## src/rtl/param_sync_fifo.sv

```systemverilog
// Single-clock FIFO with registered read data, registered occupancy flags
// and sticky overflow/underflow error flags.
module param_sync_fifo #(
    parameter int DATA_WIDTH = 8,
    parameter int FIFO_DEPTH = 4,
    parameter int AF_LEVEL   = FIFO_DEPTH - 1,
    parameter int AE_LEVEL   = 1
) (
    input  logic                          Clk,
    input  logic                          Clr_bar,
    input  logic                          Wr_en,
    input  logic [DATA_WIDTH-1:0]         data_in,
    input  logic                          Rd_en,
    input  logic                          Err_clr,
    output logic [DATA_WIDTH-1:0]         data_out,
    output logic                          Empty,
    output logic                          Full,
    output logic                          Almost_full,
    output logic                          Almost_empty,
    output logic [$clog2(FIFO_DEPTH):0]   Count,
    output logic                          Overflow,
    output logic                          Underflow
);
    localparam int AW = $clog2(FIFO_DEPTH);
    localparam int CW = AW + 1;
    localparam logic [CW-1:0] DEPTH_C = CW'(FIFO_DEPTH);
    localparam logic [CW-1:0] AF_C    = CW'(AF_LEVEL);
    localparam logic [CW-1:0] AE_C    = CW'(AE_LEVEL);

    logic [DATA_WIDTH-1:0] r_mem [FIFO_DEPTH];
    logic [AW-1:0]         r_wptr;
    logic [AW-1:0]         r_rptr;
    logic [CW-1:0]         r_count;
    logic [DATA_WIDTH-1:0] r_dout;
    logic                  r_empty;
    logic                  r_full;
    logic                  r_af;
    logic                  r_ae;
    logic                  r_ovf;
    logic                  r_unf;

    logic                  w_rd_acc;
    logic                  w_wr_acc;
    logic [CW-1:0]         w_count_next;

    // A full FIFO is never empty, so a simultaneous read always frees a slot.
    always_comb begin
        w_rd_acc     = Rd_en & ~r_empty;
        w_wr_acc     = Wr_en & (~r_full | w_rd_acc);
        w_count_next = r_count;
        if (w_wr_acc && !w_rd_acc) begin
            w_count_next = r_count + CW'(1);
        end else if (w_rd_acc && !w_wr_acc) begin
            w_count_next = r_count - CW'(1);
        end
    end

    // Storage has no reset so it maps onto block RAM.
    always_ff @(posedge Clk) begin
        if (Clr_bar && w_wr_acc) begin
            r_mem[r_wptr] <= data_in;
        end
    end

    always_ff @(posedge Clk) begin
        if (!Clr_bar) begin
            r_wptr  <= '0;
            r_rptr  <= '0;
            r_count <= '0;
            r_dout  <= '0;
            r_empty <= 1'b1;
            r_full  <= 1'b0;
            r_af    <= 1'b0;
            r_ae    <= 1'b1;
            r_ovf   <= 1'b0;
            r_unf   <= 1'b0;
        end else begin
            if (w_wr_acc) begin
                r_wptr <= r_wptr + AW'(1);
            end
            if (w_rd_acc) begin
                r_rptr <= r_rptr + AW'(1);
                r_dout <= r_mem[r_rptr];
            end
            r_count <= w_count_next;
            r_empty <= (w_count_next == '0);
            r_full  <= (w_count_next == DEPTH_C);
            r_af    <= (w_count_next >= AF_C);
            r_ae    <= (w_count_next <= AE_C);
            // A new error in the same cycle as Err_clr wins.
            r_ovf   <= (Wr_en & ~w_wr_acc) | (r_ovf & ~Err_clr);
            r_unf   <= (Rd_en & r_empty) | (r_unf & ~Err_clr);
        end
    end

    assign data_out     = r_dout;
    assign Empty        = r_empty;
    assign Full         = r_full;
    assign Almost_full  = r_af;
    assign Almost_empty = r_ae;
    assign Count        = r_count;
    assign Overflow     = r_ovf;
    assign Underflow    = r_unf;

endmodule
```

## config.mk

```make
export PLATFORM = sky130hd
export DESIGN_NAME = param_sync_fifo
export DESIGN_NICKNAME = d
export VERILOG_FILES = /design/src/rtl/param_sync_fifo.sv
export SDC_FILE = /design/constraint.sdc
export NUM_CORES = 1
export LEC_CHECK = 0
export CAP_MARGIN = 20
export CORE_ASPECT_RATIO = 2
export CORE_MARGIN = 5
export CORE_UTILIZATION = 32
export CTS_CLUSTER_DIAMETER = 120
export DETAILED_ROUTE_END_ITERATION = 12
export PLACE_DENSITY_LB_ADDON = 0.15
export RECOVER_POWER = 50
export SYNTH_ARGS = -nofsm -noshare
export SYNTH_HDL_FRONTEND = slang
export SYNTH_SLANG_ARGS = --single-unit
```

## constraint.sdc

```tcl
create_clock -name Clk -period 1.6 [get_ports Clk]
set_clock_uncertainty 0.05 [all_clocks]
set_input_delay 0.32 -clock Clk [delete_from_list [all_inputs] [get_ports Clk]]
set_output_delay 0.32 -clock Clk [all_outputs]
set_load 0.01 [all_outputs]
```

==> results.tsv <==
stage	metric	value	unit
status	result of the run	complete, no violations	
final_layout	final standard cell count with taps included and fillers excluded	284	
pwr	Leakage Power	1.02	nW
synthesis	main flop type after synthesis	sky130_fd_sc_hd__edfxtp_1	
global_routing	remaining global-route overflow	0	
setup_path	Critical Path Max Stage Delay	0.34	ns
timing	headroom to the max-slew limit	0.709	
route	total wire length after detailed routing	3740	µm
setup_path	critical path peak fanout	8	
setup_path	Critical Path Sink Type	flop	
clocking	total number of H-tree levels	2	
route	Vias/cell	4.42	
route	Detailed Routing Iterations Pass 1	4	
final_layout	layout overhead on the synthesized area	32.7	%
setup_path	kind of start point of the critical path	flop	
synthesis	total number of yosys warnings	0	
synthesis	gate count after technology mapping	148	
route	Remaining DRCs	0	
die	number of top-level design ports	30	
final_layout	commonest cells after routing, fill and taps aside	sky130_fd_sc_hd__edfxtp_1, sky130_fd_sc_hd__nand2_1, sky130_fd_sc_hd__dfxtp_1	
final_layout	proportion of layout cells with a drive suffix above 1	0.199	
timing	Final Slew Violations	0	
timing	post-route worst setup slack	0.0756	ns
pwr	total power divided by cell area	1290	mW/mm²
synthesis	FFs w/ async S/R, synth	0	
synthesis	sequential share of the synthesized area	0.652	
flow_run	max-capacitance violation count	0	
placed_design	worst setup timing slack at the placement stage	-0.381	ns
setup_path	crit-path cells	nand2b_4 -> a21oi_1 -> and3_1 -> buf_12	
synthesis	number of library cell types mapped by synthesis	30	
timing	post-route worst hold slack	0.401	ns
final_layout	most frequent standard cell in the layout excluding fill and tap cells	sky130_fd_sc_hd__edfxtp_1	
min_path	worst min-delay path class	flop to flop	
route	1st-iter DRT viols	51	
clocking	TritonCTS clock tree	done	
timing	crit path time final	1.52	ns
clocking	Clk Tree Root Cell	sky130_fd_sc_hd__clkbuf_16	
global_routing	global-route wire length before repair	6110	µm
die	Die Span Y	125	µm
clocking	total clock buffers created by CTS	5	
final_layout	Final Cell Area	0.00281	mm²
timing	maximum clock rate	656	MHz
final_layout	fill cell instance count of the final layout	659	
global_routing	pin count of the biggest net entering global routing	19	
clocking	clock slew seen by the registers of the worst setup and hold paths	0.07	ns
placed_design	HPWL after detailed placement	2680	µm
die	initial standard-cell utilization of the core	0.325	
clocking	Clock Sinks	53	
global_routing	initial antenna violation count	0	
die	x dimension of the die	67.5	µm
placed_design	routability cong.	0.772	
synthesis	net count of the mapped netlist	167	
timing	final worst-path cycle share	0.953	
placed_design	# placed instances	275	
clocking	Clock Tree Buf Depth	2	
placed_design	input/output buffers	29	
timing	slew at the pin closest to its max-slew limit	0.436	ns
die	Core Footprint	0.00652	mm²
final_layout	Post-layout nets	214	
synthesis	Avg Synthesized Cell Area	14.3	µm²
die	standard-cell rows	42	
timing	final number of hold-violating endpoints	0	
setup_path	crit path DAT	1.48	ns
placed_design	instance area after placement	0.00267	mm²
timing	endpoints failing setup	0	
timing	RSZ-0062 raised after global routing	yes	
synthesis	Cell Area, Synth	0.00212	mm²
route	vias after detailed routing	1254	
final_layout	number of inserted diodes	0	
route	antenna violation net count after detailed routing	0	
global_routing	number of global-route vias before repair	1276	
setup_path	Critical Path Slowest Stage Cell	sky130_fd_sc_hd__dfxtp_1	
setup_path	Worst Setup Path Type	flop to flop	
route	detailed-route wire length per cell	13.2	µm
synthesis	total of flip-flops plus latches after synthesis	53	
die	Die ar.	0.00845	mm²
clocking	clk_lat worst skew	0.28	ns
pwr	Total Power Consumption	3.63	mW
pwr	maximum resistive drop on vdd	0.796	mV
setup_path	required time of the critical path	1.55	ns
synthesis	count of flip-flops with a built-in enable after synthesis	32	
global_routing	GR Util All Layers	0.0967	
path summary, 6_finish.rpt:
| kind | slack (ns) | end | start | depth (start not counted) |
|---|---|---|---|---|
| setup / recovery | 0.08 | r_mem[2][1]$_DFFE_PP_ | Empty$_SDFF_PN1_ | 4 |
| hold / removal | 0.40 | data_out[2]$_SDFFE_PN0P_ | data_out[2]$_SDFFE_PN0P_ | 2 |
| setup reg to reg | 0.08 | r_mem[2][1]$_DFFE_PP_ | Empty$_SDFF_PN1_ | 4 |
| hold reg to reg | 0.40 | data_out[2]$_SDFFE_PN0P_ | data_out[2]$_SDFFE_PN0P_ | 2 |
where the power goes:
group / internal [mW] / switching (mW)
clock network: 0.627 / 0.454
logic: 0.474 / 0.402
registers: 1.60 / 0.0778
total: 2.70 / 0.933
metal layers:
metal,routed length [µm],up-vias,track usage
met2,2000,28,0.160
met5,0,-,0
met1,1490,598,0.115
li1,-,621,-
met4,73,0,0.0431
met3,171,7,0.0233
synthesized netlist by cell type, types with 3 or more instances:
cell type                  count  share of area
sky130_fd_sc_hd__xnor2_1       5          0.021
sky130_fd_sc_hd__a21boi_1      8          0.028
sky130_fd_sc_hd__and2_1        6          0.018
sky130_fd_sc_hd__inv_1         7          0.012
sky130_fd_sc_hd__dfxtp_1      21           0.20
sky130_fd_sc_hd__and3_1        4          0.012
sky130_fd_sc_hd__clkbuf_1      4         0.0071
sky130_fd_sc_hd__edfxtp_1     32           0.45
sky130_fd_sc_hd__mux4_2        8          0.085
sky130_fd_sc_hd__ha_1          6          0.035
sky130_fd_sc_hd__a21oi_1       3         0.0071
sky130_fd_sc_hd__nor2b_1       6          0.018
sky130_fd_sc_hd__nand2_1      19          0.034
critical path: cells and delay by family (launching register included):
family / cells / cell delay [ns]
simple gates: 2 / 0.42
compound gates: 1 / 0.30
flops: 1 / 0.34
buf+inv: 1 / 0.14
flip-flops by register name (all words and copies together), names as in the netlist, 2 cells and up:
signal and flops:
Count 3, data_out 8, r_mem 32, r_wptr 2, r_rptr 2
what timing repair did:
| action | CTS | global route |
|---|---|---|
| buffers inserted | 1 | 0 |
| resized for setup | 9 | 3 |
| hold buffers | 0 | 0 |
| pin swaps | 4 | 3 |
| cloned | 0 | 0 |
| setup endpoints to repair | 24 | 2 |
metrics by stage:
| step | utilization | TNS, ns |
|---|---|---|
| 3_3_place_gp | 0.410 | -13.20 |
| 5_1_grt | 0.431 | -0.801 |
| 3_5_place_dp | 0.410 | -13.33 |
| 2_1_floorplan | - | 0 |
| 6_report | 0.431 | 0 |
| 4_1_cts | 0.435 | 0 |
layout make-up:
cell class                 count  area, µm²  area share
multi-input combinational     82        679       0.242
inverter                       7       26.3     0.00935
clock buffer                   6        139      0.0494
sequential                    53       1390       0.493
clock inverter                 2       16.3     0.00579
timing repair buffer          46        454       0.162
tap                           88        110      0.0392
logic make-up (layout without fill, tap and decap cells):
| family | Yosys count | after routing | share of synthesized area |
|---|---|---|---|
| xor+xnor | 5 | 5 | 0.0207 |
| simple gates | 42 | 42 | 0.105 |
| compound gates | 20 | 20 | 0.0721 |
| mux | 9 | 9 | 0.0898 |
| flops | 53 | 53 | 0.652 |
| fa+ha+maj | 6 | 6 | 0.0354 |
| buf+inv | 13 | 61 | 0.0254 |
(Power assumes the default switching activity.)
